**config.mk**
```make
export PLATFORM = sky130hd
export DESIGN_NAME = uart_mmio_responder
export DESIGN_NICKNAME = d
export VERILOG_FILES = /design/src/rtl/uart_mmio_pkg.sv /design/src/rtl/uart_rx_fifo.sv /design/src/rtl/uart_mmio_responder.sv
export SDC_FILE = /design/constraint.sdc
export NUM_CORES = 1
export LEC_CHECK = 0
export CAP_MARGIN = 20
export CORE_MARGIN = 2
export CORE_UTILIZATION = 44
export CTS_BUF_LIST = sky130_fd_sc_hd__clkbuf_4 sky130_fd_sc_hd__clkbuf_8
export CTS_CLUSTER_DIAMETER = 60
export DETAILED_ROUTE_END_ITERATION = 10
export GPL_TIMING_DRIVEN = 0
export MAX_ROUTING_LAYER = met4
export PLACE_DENSITY_LB_ADDON = 0.25
export SLEW_MARGIN = 25
export SYNTH_ARGS = -nofsm -noshare
export SYNTH_HDL_FRONTEND = slang
export SYNTH_SLANG_ARGS = --single-unit
export TNS_END_PERCENT = 20
```
**constraint.sdc**
```tcl
create_clock -name i_clk -period 2.8 [get_ports i_clk]
set_input_delay 0.56 -clock i_clk [delete_from_list [all_inputs] [get_ports i_clk]]
set_output_delay 0.56 -clock i_clk [all_outputs]
set_load 0.1 [all_outputs]
```
**src/rtl/uart_mmio_pkg.sv**
```systemverilog
// Shared address map, STATUS bit positions and register-select decode for the
// memory-mapped UART responder at 0x8000_00xx.
package uart_mmio_pkg;

    localparam logic [23:0] UART_BASE     = 24'h800000;

    localparam logic [7:0]  OFF_STATUS    = 8'h00;
    localparam logic [7:0]  OFF_RX_DATA   = 8'h04;
    localparam logic [7:0]  OFF_TX_DATA   = 8'h08;
    localparam logic [7:0]  OFF_CYCLE     = 8'h10;
    localparam logic [7:0]  OFF_CYCLE_CLR = 8'h18;

    localparam int ST_TX_READY   = 0;
    localparam int ST_RX_VALID   = 1;
    localparam int ST_TX_OVERRUN = 2;
    localparam int ST_RX_COUNT   = 8;

    typedef enum logic [2:0] {
        SEL_NONE,
        SEL_STATUS,
        SEL_RX_DATA,
        SEL_TX_DATA,
        SEL_CYCLE,
        SEL_CYCLE_CLR
    } reg_sel_e;

    function automatic reg_sel_e decode_offset(input logic [7:0] off);
        reg_sel_e sel;
        case (off)
            OFF_STATUS:    sel = SEL_STATUS;
            OFF_RX_DATA:   sel = SEL_RX_DATA;
            OFF_TX_DATA:   sel = SEL_TX_DATA;
            OFF_CYCLE:     sel = SEL_CYCLE;
            OFF_CYCLE_CLR: sel = SEL_CYCLE_CLR;
            default:       sel = SEL_NONE;
        endcase
        return sel;
    endfunction

endpackage

```
**src/rtl/uart_rx_fifo.sv**
```systemverilog
// Receive FIFO: push/pop with full/empty and an occupancy count one bit wider
// than the pointers. Push on full and pop on empty are ignored.
module uart_rx_fifo
    import uart_mmio_pkg::*;
#(
    parameter int WIDTH = 8,
    parameter int DEPTH = 8
) (
    input  logic                       i_clk,
    input  logic                       i_rst_n,
    input  logic                       i_push,
    input  logic [WIDTH-1:0]           i_push_data,
    input  logic                       i_pop,
    output logic [WIDTH-1:0]           o_pop_data,
    output logic                       o_full,
    output logic                       o_empty,
    output logic [$clog2(DEPTH):0]     o_count
);

    localparam int AW = $clog2(DEPTH);

    logic [WIDTH-1:0] r_mem [DEPTH];
    logic [AW-1:0]    r_wr_ptr;
    logic [AW-1:0]    r_rd_ptr;
    logic [AW:0]      r_count;
    logic             w_do_push;
    logic             w_do_pop;

    assign o_full     = (r_count == (AW+1)'(DEPTH));
    assign o_empty    = (r_count == '0);
    assign o_count    = r_count;
    assign o_pop_data = r_mem[r_rd_ptr];
    assign w_do_push  = i_push && !o_full;
    assign w_do_pop   = i_pop && !o_empty;

    always_ff @(posedge i_clk or negedge i_rst_n) begin
        if (!i_rst_n) begin
            r_wr_ptr <= '0;
            r_rd_ptr <= '0;
            r_count  <= '0;
        end else begin
            if (w_do_push) r_wr_ptr <= r_wr_ptr + AW'(1);
            if (w_do_pop)  r_rd_ptr <= r_rd_ptr + AW'(1);
            case ({w_do_push, w_do_pop})
                2'b10:   r_count <= r_count + (AW+1)'(1);
                2'b01:   r_count <= r_count - (AW+1)'(1);
                default: r_count <= r_count;
            endcase
        end
    end

    // Storage carries data only, so it is left out of reset.
    always_ff @(posedge i_clk) begin
        if (w_do_push) r_mem[r_wr_ptr] <= i_push_data;
    end

endmodule

```
**src/rtl/uart_mmio_responder.sv**
```systemverilog
// CPU-facing UART register block: RX FIFO, single TX holding register, STATUS.
// Optional 32-bit cycle counter at 0x10/0x18 enabled by UART_CYCLE_COUNTER_EN.
module uart_mmio_responder
    import uart_mmio_pkg::*;
#(
    parameter int RX_DEPTH = 8
) (
    input  logic        i_clk,
    input  logic        i_rst_n,
    input  logic [31:0] i_address,
    input  logic [31:0] i_write_data,
    input  logic        i_reuart,
    input  logic        i_weuart,
    output logic [31:0] o_read_data,
    output logic [7:0]  o_data_in,
    output logic        o_data_in_valid,
    input  logic        i_data_in_ready,
    input  logic [7:0]  i_data_out,
    input  logic        i_data_out_valid,
    output logic        o_data_out_ready
);

    localparam int RX_AW = $clog2(RX_DEPTH);

    logic [31:0]    r_read_data;
    logic [7:0]     r_tx_reg;
    logic           r_tx_full;
    logic           r_tx_overrun;

    logic           w_hit;
    reg_sel_e       w_sel;
    logic           w_rd;
    logic           w_wr;
    logic           w_tx_wr;
    logic           w_tx_accept;
    logic           w_status_rd;
    logic           w_pop;
    logic           w_push;
    logic [7:0]     w_rx_data;
    logic           w_rx_full;
    logic           w_rx_empty;
    logic [RX_AW:0] w_rx_count;
    logic [31:0]    w_status;
    logic [31:0]    w_cycle;
    logic [31:0]    w_rd_value;
    logic           w_unused_wdata;

    assign w_hit          = (i_address[31:8] == UART_BASE);
    assign w_sel          = decode_offset(i_address[7:0]);
    assign w_rd           = i_reuart && w_hit;
    assign w_wr           = i_weuart && w_hit;
    assign w_tx_wr        = w_wr && (w_sel == SEL_TX_DATA);
    assign w_tx_accept    = w_tx_wr && (!r_tx_full || i_data_in_ready);
    assign w_status_rd    = w_rd && (w_sel == SEL_STATUS);
    assign w_pop          = w_rd && (w_sel == SEL_RX_DATA);
    assign w_push         = i_data_out_valid && !w_rx_full;
    assign w_unused_wdata = ^i_write_data[31:8];

    assign o_read_data      = r_read_data;
    assign o_data_in        = r_tx_reg;
    assign o_data_in_valid  = r_tx_full;
    assign o_data_out_ready = !w_rx_full;

    uart_rx_fifo #(
        .WIDTH (8),
        .DEPTH (RX_DEPTH)
    ) u_rx_fifo (
        .i_clk       (i_clk),
        .i_rst_n     (i_rst_n),
        .i_push      (w_push),
        .i_push_data (i_data_out),
        .i_pop       (w_pop),
        .o_pop_data  (w_rx_data),
        .o_full      (w_rx_full),
        .o_empty     (w_rx_empty),
        .o_count     (w_rx_count)
    );

`ifdef UART_CYCLE_COUNTER_EN
    logic [31:0] r_cycle;

    // A clear write takes priority over the free-running increment.
    always_ff @(posedge i_clk or negedge i_rst_n) begin
        if (!i_rst_n) begin
            r_cycle <= '0;
        end else if (w_wr && (w_sel == SEL_CYCLE_CLR)) begin
            r_cycle <= '0;
        end else begin
            r_cycle <= r_cycle + 32'd1;
        end
    end

    assign w_cycle = r_cycle;
`else
    assign w_cycle = '0;
`endif

    always_comb begin
        w_status                      = '0;
        w_status[ST_TX_READY]         = !r_tx_full;
        w_status[ST_RX_VALID]         = !w_rx_empty;
        w_status[ST_TX_OVERRUN]       = r_tx_overrun;
        w_status[ST_RX_COUNT +: 8]    = 8'(w_rx_count);
    end

    // An empty FIFO read returns zero; the FIFO itself ignores the pop.
    always_comb begin
        w_rd_value = '0;
        case (w_sel)
            SEL_STATUS:  w_rd_value = w_status;
            SEL_RX_DATA: w_rd_value = w_rx_empty ? 32'd0 : {24'd0, w_rx_data};
            SEL_CYCLE:   w_rd_value = w_cycle;
            default:     w_rd_value = '0;
        endcase
    end

    always_ff @(posedge i_clk or negedge i_rst_n) begin
        if (!i_rst_n) begin
            r_read_data  <= '0;
            r_tx_full    <= 1'b0;
            r_tx_overrun <= 1'b0;
        end else begin
            if (w_rd) r_read_data <= w_rd_value;

            if (w_tx_accept) begin
                r_tx_full <= 1'b1;
            end else if (r_tx_full && i_data_in_ready) begin
                r_tx_full <= 1'b0;
            end

            if (w_tx_wr && !w_tx_accept) begin
                r_tx_overrun <= 1'b1;
            end else if (w_status_rd) begin
                r_tx_overrun <= 1'b0;
            end
        end
    end

    always_ff @(posedge i_clk) begin
        if (w_tx_accept) r_tx_reg <= i_write_data[7:0];
    end

endmodule

```
==> results.txt, run 1 <==
Routed Antenna Nets - 0
Startpoint Class - input port
clk_lat worst skew - 0.36 ns
Worst-path clk slew - 0.09 ns
combinational share of power - 18.1%
detailed placer's ending HPWL - 5.66 mm
pre-CTS setup slack - -0.740 ns
Layout Cells excl Fill - 475
max-cap violations - 0
warnings from Yosys - 0
CTS Root Buffer Type - clkbuf_8
vias in the first global route - 2,357
Layout Area Growth over Synthesis - 33.1%
combined buffer and inverter count along the critical path - 4
clk_skew - 0.0131 ns
IO Count - 120
area fraction in compound gates after synthesis - 2.33%
WL final - 8.17 mm
Placed Cells - 452
DR iter-0 viols - 90
antenna violations before repair - 0
share of cells above drive strength 1 - 25.1%
clock share of power - 25.8%
sw power - 990 µW
Power Dens Cells - 610 mW/mm²
Yosys cell types - 39
crit end category - flop
Layout Utilization - 60.9%
crit-path max FO - 4
Fin. Hold Viols - 0
CTS tree - done
initial core utilization - 45.8%
synthesized area per cell - 16.1 µm²
Core Rows - 34
largest net degree at the start of global routing - 25
area share of fa/ha/maj cells after synthesis - 1.55%
placed instance area - 0.00500 mm²
Slew @ Worst Pin - 0.989 ns
mux contribution to synthesized area - 12.9%
Min Hold Slack - 0.170 ns
routed vias/inst - 5.07
Die Y - 99.7 µm
Die Width - 99.7 µm
FFs w/ async S/R, synth - 25.0%
CP arrival - 2.97 ns
f_max - 374 MHz
CP Data Required Time - 3.09 ns
Final Instance Area - 0.00537 mm²
Final #Nets - 445
leakage power total - 0.00215 µW
synthesized flop and latch total - 96
die area - 0.00994 mm²
Hold WC Path Type - in -> async
n_diodes - 0
Slew Limit Fails - 0
Net Sw Frac - 30.2%
top_reg_cell synth - edfxtp_1
DR vias - 2,408
Synth Area in Simple Gates - 7.91%
Port Buffers - 75
worst relative slew slack - 33.9%
Max rail drop VDD - 0.000305 V
P_int - 2290 µW
crit share post-route - 95.6%
cts-stage hold buffer count - 0
clock sink count - 96
largest delay contributor family on the critical path - simple AND/OR/NAND/NOR gates
Final min period - 2.68 ns
Core Area - 0.00881 mm²
number of synthesized flops with an enable pin - 72
GPL Wtd Cong - 0.795
All-Layer GR Usage - 17.1%
Inserted Clock Buffers - 9
WL per Instance - 17.2 µm
CP Class - in -> reg
master of the slowest instance on the critical path - clkdlybuf4s50_1
register area share after synthesis - 68.5%
global-route wire length before repair - 12.3 mm
Finish-stage setup viols - 0
status - finished clean
Final WS setup - 0.123 ns
DRC - 0
crit-path max cell delay - 0.43 ns
xor and xnor area share after synthesis - 1.74%
cell count after synthesis - 250
CTS H-tree lvls - 3
Clock Tree Buf Depth - 2
DRT Pass-1 Iters - 4
grt ovf - 0
synthesized area - 0.00403 mm²
largest family of logic cells by synthesized area - multiplexers
CP Cell Sequence - clkdlybuf4s50_1 > nor4_2 > and4_4 > nand3_2 > or2_1 > buf_6 > inv_4 > buf_4 > ha_1 > mux2i_1 > a22oi_1 > a21oi_1 > xor2_1
power share of the sequential group - 56.2%
[power by group through the flow]
stage               registers, µW  logic (µW)  clock network (µW)
floorplan                    1820         428                   0
global placement             1840         598                   0
detailed placement           1860         612                   0
CTS                          1820         616                 868
global route                 1860         640                 922
finish                       1840         592                 844
[metrics by stage]
step                power (µW)  setup TNS (ns)
floorplan                 2250          -0.159
detailed placement        2470           -2.78
global placement          2440           -2.52
CTS                       3310          -0.519
finish                    3280               0
global route              3420         -0.0302
[flip-flops by register name, indices dropped and copies added, names as in the netlist]
name / cells
o_data_in: 8
o_data_in_valid: 1
o_read_data: 12
r_tx_overrun: 1
u_rx_fifo.o_count: 4
u_rx_fifo.r_mem: 64
u_rx_fifo.r_rd_ptr: 3
u_rx_fifo.r_wr_ptr: 3
[cell usage after synthesis, types with 3 or more instances]
cell       n  area (µm²)
mux2_2     5        56.3
xor2_1     5        43.8
clkbuf_1   3        11.3
nor3_1     4        20.0
o21ai_0   11        55.1
nor2_1    13        48.8
nor4_1     4        25.0
ha_1       5        62.6
nand3_1    4        20.0
edfxtp_1  72        2160
nand2_1   21        78.8
dfrtp_1   24         601
mux2i_1    9        90.1
nand2b_1   3        18.8
mux4_2    16         360
buf_4     20         150
xnor2_1    3        26.3
[layout by cell type (no fill, tap or decap), types with 3 or more instances in the layout]
master           synthesis  final
nor4_2                   1      4
buf_4                   20     28
mux4_2                  16     16
edfxtp_1                72     72
clkbuf_8                 0      9
nand3_1                  4      3
conb_1                   1     20
xnor2_1                  3      3
xor2_1                   5      5
nand2b_1                 3      3
ha_1                     5      3
nor2_1                  13     12
dlymetal6s2s_1           0     24
mux2i_1                  9      9
mux2_2                   5      5
clkdlybuf4s50_1          0     47
nand2_1                 21     20
buf_2                    2      3
dfrtp_1                 24     24
o21ai_0                 11     11
[metal layers]
layer  global-route usage (%)  part of all wire [%]
met1                     19.7                    40
met2                     28.8                    51
met3                     3.87                   7.3
met4                     7.38                   1.7
met5                        -                     0
[worst paths after layout]
kind | slack, ns | from | depth (start not counted) | end
max | 0.12 | i_address[11] | 13 | u_rx_fifo.o_count[3]$_DFFE_PN0P_
min | 0.17 | i_rst_n | 1 | u_rx_fifo.o_count[0]$_DFFE_PN0P_
max reg2reg | 0.18 | u_rx_fifo.o_count[0]$_DFFE_PN0P_ | 11 | u_rx_fifo.o_count[3]$_DFFE_PN0P_
min reg2reg | 0.48 | o_read_data[11]$_DFFE_PN0N_ | 2 | o_read_data[11]$_DFFE_PN0N_
max in group asynchronous | 2.26 | i_rst_n | 1 | u_rx_fifo.r_wr_ptr[1]$_DFFE_PN0P_
min in group i_clk | 0.48 | o_read_data[11]$_DFFE_PN0N_ | 2 | o_read_data[11]$_DFFE_PN0N_
[layout make-up]
class	instances	area, µm²
clock buffer	9	124
buffer	27	186
clock inverter	7	62.6
multi-input combinational	143	1230
fill	657	3440
tap	108	135
sequential	96	2760
inverter	2	10.0
timing repair buffer	83	855
[repair_timing]
item | in CTS | in global routing
hold endpoints to repair | 0 | 0
setup endpoints to repair | 4 | 4
resized for setup | 4 | 42
buffers inserted | 2 | 6
pin swaps | 2 | 16
[logic make-up (layout without fill, tap and decap cells)]
kind of cell	Yosys count	count (layout)
adders and majority gates	5	5
DFF	96	96
AOI/OAI and AO/OA	17	17
and+or+nand+nor	62	62
xor gates and xnor gates	8	8
other	1	20
muxes	31	31
buffers and inverters	30	128
Power figures use the tool's default switching activity.
==> inputs of run 2 (changes only) <==
--- a/config.mk
+++ b/config.mk
@@ -5,9 +5,9 @@
 export SDC_FILE = /design/constraint.sdc
 export NUM_CORES = 1
 export LEC_CHECK = 0
-export CAP_MARGIN = 20
+export CAP_MARGIN = 25
 export CORE_MARGIN = 2
-export CORE_UTILIZATION = 44
+export CORE_UTILIZATION = 43
 export CTS_BUF_LIST = sky130_fd_sc_hd__clkbuf_4 sky130_fd_sc_hd__clkbuf_8
 export CTS_CLUSTER_DIAMETER = 60
 export DETAILED_ROUTE_END_ITERATION = 10
==> results.txt, run 2 (synthesis results as in run 1) <==
status - finished clean
Core Rows - 35
final setup TNS - 0 ns
n_diodes - 0
P_int - 2380 µW
Routed Antenna Nets - 0
Inserted Clock Buffers - 9
Final min period - 2.72 ns
crit share post-route - 97.2%
commonest non-fill, non-tap cell in the layout - edfxtp_1
leakage power total - 0.00206 µW
largest net degree at the start of global routing - 25
DRT Pass-1 Iters - 4
Port Buffers - 75
initial core utilization - 44.0%
Hold WC Path Type - in -> async
Filler cells - 720
Net Sw Frac - 29.7%
WL per Instance - 17.3 µm
Core Area - 0.00915 mm²
Slew Limit Fails - 0
CTS Root Buffer Type - clkbuf_8
grt ovf - 0
Min Hold Slack - 0.156 ns
Placed Cells - 455
CP Data Required Time - 3.11 ns
CP arrival - 3.03 ns
Die Width - 101 µm
global-route wire length before repair - 12.1 mm
crit end category - flop
routed vias/inst - 4.99
Startpoint Class - input port
Die Y - 101 µm
Layout Cells excl Fill - 484
power share of the sequential group - 54.4%
antenna violations before repair - 0
WL final - 8.39 mm
crit-path max FO - 4
detailed placer's ending HPWL - 5.75 mm
sw power - 1010 µW
Fin. Hold Viols - 0
worst relative slew slack - 34.1%
CTS tree - done
DR vias - 2,415
r2r setup slk - 0.16 ns
DR iter-0 viols - 109
IO Count - 120
max-cap violations - 0
Slew @ Worst Pin - 0.986 ns
clk_lat worst skew - 0.37 ns
DRC - 0
Power Dens Cells - 626 mW/mm²
Worst-path clk slew - 0.11 ns
max FFs per register - 64
die area - 0.0102 mm²
area of the multi-input gates - 0.00123 mm²
clock sink count - 96
Clock Tree Buf Depth - 2
share of cells above drive strength 1 - 26.8%
vias in the first global route - 2,315
Final #Nets - 451
clock share of power - 28.1%
Max rail drop VDD - 0.000325 V
FF+latch area - 0.00276 mm²
GPL Wtd Cong - 0.764
f_max - 367 MHz
most frequent cells in the layout - 72 x edfxtp_1, 59 x clkdlybuf4s50_1, 34 x buf_4
PnR Total Power - 3390 µW
All-Layer GR Usage - 17.1%
Layout Area Growth over Synthesis - 34.2%
Finish-stage setup viols - 0
clk_skew - 0.0161 ns
CP Class - in -> reg
combinational share of power - 17.6%
Top reg by flops - u_rx_fifo.r_mem
CTS H-tree lvls - 3
==> run 2: cell count changes in the layout (fill, tap and decap cells not counted), sizes merged <==
cell / before / now
buf: 34 / 41
bufinv: 0 / 1
clkdlybuf4s50: 47 / 59
dlymetal6s2s: 24 / 11
inv: 6 / 5
==> run 2: power groups by stage <==
stage | combinational [µW] | sequential [µW] | clock [µW]
finish | 595 | 1840 | 952
CTS | 615 | 1820 | 971
floorplan | 428 | 1820 | 0
global placement | 598 | 1840 | 0
detailed placement | 613 | 1860 | 0
global route | 647 | 1860 | 1030
==> run 2: per-layer routing <==
layer / GRT usage, % / up-vias / part of all wire, %
li1: - / 1148 / -
met1: 19.5 / 1151 / 40
met2: 28.7 / 100 / 50
met3: 4.92 / 16 / 9.1
met4: 6.11 / 0 / 1.6
met5: - / - / 0
==> run 2: through the flow <==
stage               instance area, µm²  utilization [%]  setup WS [ns]
finish                            5410             59.1         0.0775
global route                      5410             59.1        -0.0973
CTS                               5280             57.7         -0.182
detailed placement                5000             54.7         -0.713
global placement                  5000             54.7         -0.679
floorplan                         4110                -         -0.125
==> run 2: worst paths after layout <==
kind / from / to / cells past startpoint
worst max-delay path: i_address[20] / u_rx_fifo.o_count[2]$_DFFE_PN0P_ / 14
worst min-delay path: i_rst_n / o_read_data[8]$_DFFE_PN0N_ / 1
worst max register to register: u_rx_fifo.o_count[1]$_DFFE_PN0P_ / u_rx_fifo.o_count[2]$_DFFE_PN0P_ / 12
worst min register to register: o_read_data[11]$_DFFE_PN0N_ / o_read_data[11]$_DFFE_PN0N_ / 2
max in group asynchronous: i_rst_n / u_rx_fifo.o_count[0]$_DFFE_PN0P_ / 1
min in group i_clk: o_read_data[11]$_DFFE_PN0N_ / o_read_data[11]$_DFFE_PN0N_ / 2
==> run 2: area by class of cell <==
type                            count  share of cell area (%)
Buffer                             27                    3.45
Clock buffer                        9                    2.29
Clock inverter                      7                    1.67
Inverter                            2                   0.185
Multi-Input combinational cell    143                    22.7
Sequential cell                    96                    51.1
Tap cell                          111                    2.57
Timing Repair Buffer               89                    16.0
==> run 2: repair_timing <==
| action | CTS | global route |
|---|---|---|
| setup endpoints to repair | 4 | 19 |
| hold buffers | 0 | 0 |
| pin swaps | 3 | 14 |
| buffers inserted | 7 | 7 |
| gates resized for setup | 5 | 33 |
==> run 2: critical path, stage by stage <==
cell	delay (ns)
clkdlybuf4s50_1	0.41
nor4_1	0.34
and4_4	0.30
nand3_2	0.06
or2_1	0.22
buf_6	0.13
inv_4	0.06
ha_4	0.14
xor2_1	0.15
ha_2	0.19
a21oi_2	0.04
xor2_1	0.16
nor2_1	0.13
xor2_1	0.15
==> inputs of run 3 (changes only) <==
--- a/config.mk
+++ b/config.mk
@@ -17,5 +17,6 @@
 export SLEW_MARGIN = 25
 export SYNTH_ARGS = -nofsm -noshare
 export SYNTH_HDL_FRONTEND = slang
+export SYNTH_HIERARCHICAL = 1
 export SYNTH_SLANG_ARGS = --single-unit
 export TNS_END_PERCENT = 20
==> results.txt, run 3 <==
Slew Limit Fails - 0
Die Width - 104 µm
crit share post-route - 104%
power share of the sequential group - 55.1%
max-cap violations - 0
Routed Antenna Nets - 0
most area-consuming cells after synthesis - edfxtp_1 51%, dfrtp_1 14%, mux4_1 9.9%
DRC - 0
DR iter-0 viols - 141
Hold WC Path Type - in -> async
top_reg_cell synth - edfxtp_1
Slew @ Worst Pin - 0.996 ns
clk_lat worst skew - 0.36 ns
Port Buffers - 75
WL final - 8.68 mm
die area - 0.0107 mm²
initial core utilization - 44.0%
Power Dens Cells - 600 mW/mm²
routed vias/inst - 5.00
Final #Nets - 465
Final min period - 2.92 ns
CTS H-tree lvls - 3
synthesized area per cell - 16.3 µm²
status - finished, violations left
most frequent cell after synthesis - edfxtp_1
Final WS setup - -0.116 ns
share of cells above drive strength 1 - 29.5%
IO Count - 120
Max rail drop VDD - 0.000272 V
All-Layer GR Usage - 17.2%
register area share after synthesis - 64.9%
CTS tree - done
largest net degree at the start of global routing - 25
clk_skew - 0.0119 ns
CP Class - in -> reg
vias in the first global route - 2,515
leakage power total - 0.00215 µW
worst r2r dst - u_rx_fifo/o_count[3]$_DFFE_PN0P_
Inserted Clock Buffers - 9
worst reg-to-reg path cell count - 9
combinational share of power - 20.3%
sw power - 1040 µW
CP arrival - 3.15 ns
DR vias - 2,596
RR Startpoint - u_rx_fifo/o_count[2]$_DFFE_PN0P_
RSZ-0062 raised after global routing - yes
cts-stage hold buffer count - 0
GPL Wtd Cong - 0.753
Final Instance Area - 0.00565 mm²
most used cell, CP - ha_4
Net Sw Frac - 30.8%
cell count after synthesis - 261
Layout Area Growth over Synthesis - 32.5%
FFs w/ async S/R, synth - 25.0%
crit-path max cell delay - 0.53 ns
Worst-path clk slew - 0.10 ns
worst relative slew slack - 33.4%
Yosys cell types - 48
synthesized flop and latch total - 96
antenna violations before repair - 0
clock share of power - 24.6%
global-route wire length before repair - 13.6 mm
WL per Instance - 16.7 µm
crit-path max FO - 4
detailed placer's ending HPWL - 5.91 mm
Die Y - 104 µm
max FFs per register - 64
Core Rows - 36
grt ovf - 0
number of synthesized flops with an enable pin - 72
CP Cell Sequence - clkbuf_2 > or4_4 > or2_4 > nor4b_4 > o41ai_4 > inv_2 > ha_4 > ha_4 > or4b_4 > o311ai_4 > o211ai_1
Fin. Hold Viols - 0
failing checks - setup timing
PnR Total Power - 3390 µW
Clock Tree Buf Depth - 2
Top reg by flops - u_rx_fifo/r_mem
n_diodes - 0
crit end category - flop
most instantiated cells after synthesis - 72 x edfxtp_1, 24 x dfrtp_1, 20 x buf_4, 16 x mux4_1, 12 x nand2_1
CP Data Required Time - 3.03 ns
Finish-stage setup viols - 1
Startpoint Class - input port
synthesized area - 0.00426 mm²
Core Area - 0.00968 mm²
DRT Pass-1 Iters - 4
commonest non-fill, non-tap cell in the layout - edfxtp_1
placed instance area - 0.00537 mm²
Layout Utilization - 58.3%
warnings from Yosys - 6
P_int - 2340 µW
largest area contributor in the netlist - edfxtp_1
r2r setup slk - 0.07 ns
clock sink count - 96
Yosys top cell area share - 50.8%
master of the slowest instance on the critical path - or4_4
most frequent cells in the layout - 72 x edfxtp_1, 43 x clkdlybuf4s50_1, 37 x buf_4
f_max - 343 MHz
pre-CTS setup slack - -1.18 ns
CTS Root Buffer Type - clkbuf_8
-- run 3: changes by cell type in the layout (fill, tap and decap cells not counted), moves of 5 or more --
cell and change:
clkbuf_2 +17, clkdlybuf4s50_1 -16, mux4_1 +16, mux4_2 -16, dlymetal6s2s_1 -9, inv_1 +8, mux2i_1 -8, nand2_1 -8
nor2_1 -6, a22o_1 +5, clkdlybuf4s15_1 +5, mux2_2 +5
-- run 3: how the worst max path moves through the flow --
stage | start | to | slack (ns)
after global placement | i_address[20] | u_rx_fifo/o_count[3]$_DFFE_PN0P_ | -1.19
after global routing | i_address[13] | u_rx_fifo/o_count[3]$_DFFE_PN0P_ | -0.18
final | i_address[0] | u_rx_fifo/o_count[3]$_DFFE_PN0P_ | -0.12
after CTS | i_address[21] | u_rx_fifo/o_count[3]$_DFFE_PN0P_ | -0.26
after floorplan | i_address[21] | u_rx_fifo/o_count[3]$_DFFE_PN0P_ | -0.41
after detailed placement | i_address[20] | u_rx_fifo/o_count[3]$_DFFE_PN0P_ | -1.18
-- run 3: metal layers --
metal	vias up	GRT usage [%]	part of all wire [%]
met5	-	-	0
met4	0	4.92	1.0
met3	7	5.98	7.9
met2	106	27.0	48
met1	1260	21.3	43
li1	1223	-	-
-- run 3: power by group through the flow --
stage / clock (µW) / combinational (µW) / sequential (µW)
global route: 928 / 748 / 1890
finish: 835 / 688 / 1870
global placement: 0 / 656 / 1870
floorplan: 0 / 480 / 1850
CTS: 862 / 676 / 1870
detailed placement: 0 / 675 / 1890
-- run 3: per-stage QoR --
| stage | instances | TNS [ns] | hold WS [ns] |
|---|---|---|---|
| finish | 519 | -0.116 | 0.178 |
| global route | 519 | -0.208 | 0.195 |
| CTS | 514 | -0.379 | 0.185 |
| detailed placement | 488 | -6.66 | 0.483 |
| global placement | 488 | -9.34 | 0.480 |
| floorplan | 280 | -0.566 | 0.264 |
-- run 3: final cells by class --
cell class / count / area (µm²)
Fill cell: 778 / 4040
Sequential cell: 96 / 2760
Multi-Input combinational cell: 145 / 1510
Timing Repair Buffer: 92 / 788
Buffer: 27 / 201
Tap cell: 133 / 166
Clock buffer: 10 / 131
Clock inverter: 6 / 51.3
Inverter: 10 / 37.5
-- run 3: worst max-delay path, delay by kind of cell --
| kind | cells | cell delay (ns) |
|---|---|---|
| and+or+nand+nor | 4 | 1.64 |
| AOI/OAI and AO/OA | 3 | 0.38 |
| adders and majority gates | 2 | 0.38 |
| buffers and inverters | 2 | 0.19 |
-- run 3: timing repair --
action,in CTS,in global routing
pin swaps,14,16
buffers inserted,10,7
setup endpoints to repair,5,4
resized for setup,40,62
-- run 3: kinds of logic after synthesis --
logic type               count (synthesis)  share of synthesized area (%)
adder cells (fa/ha/maj)                  6                           1.94
multiplexers                            28                           13.0
AO/OA/AOI/OAI                           26                           4.35
XOR/XNOR                                 6                           1.23
AND/OR/NAND/NOR                         59                           8.70
other                                    1                         0.0880
flip-flops                              96                           64.9
buffers and inverters                   39                           5.82
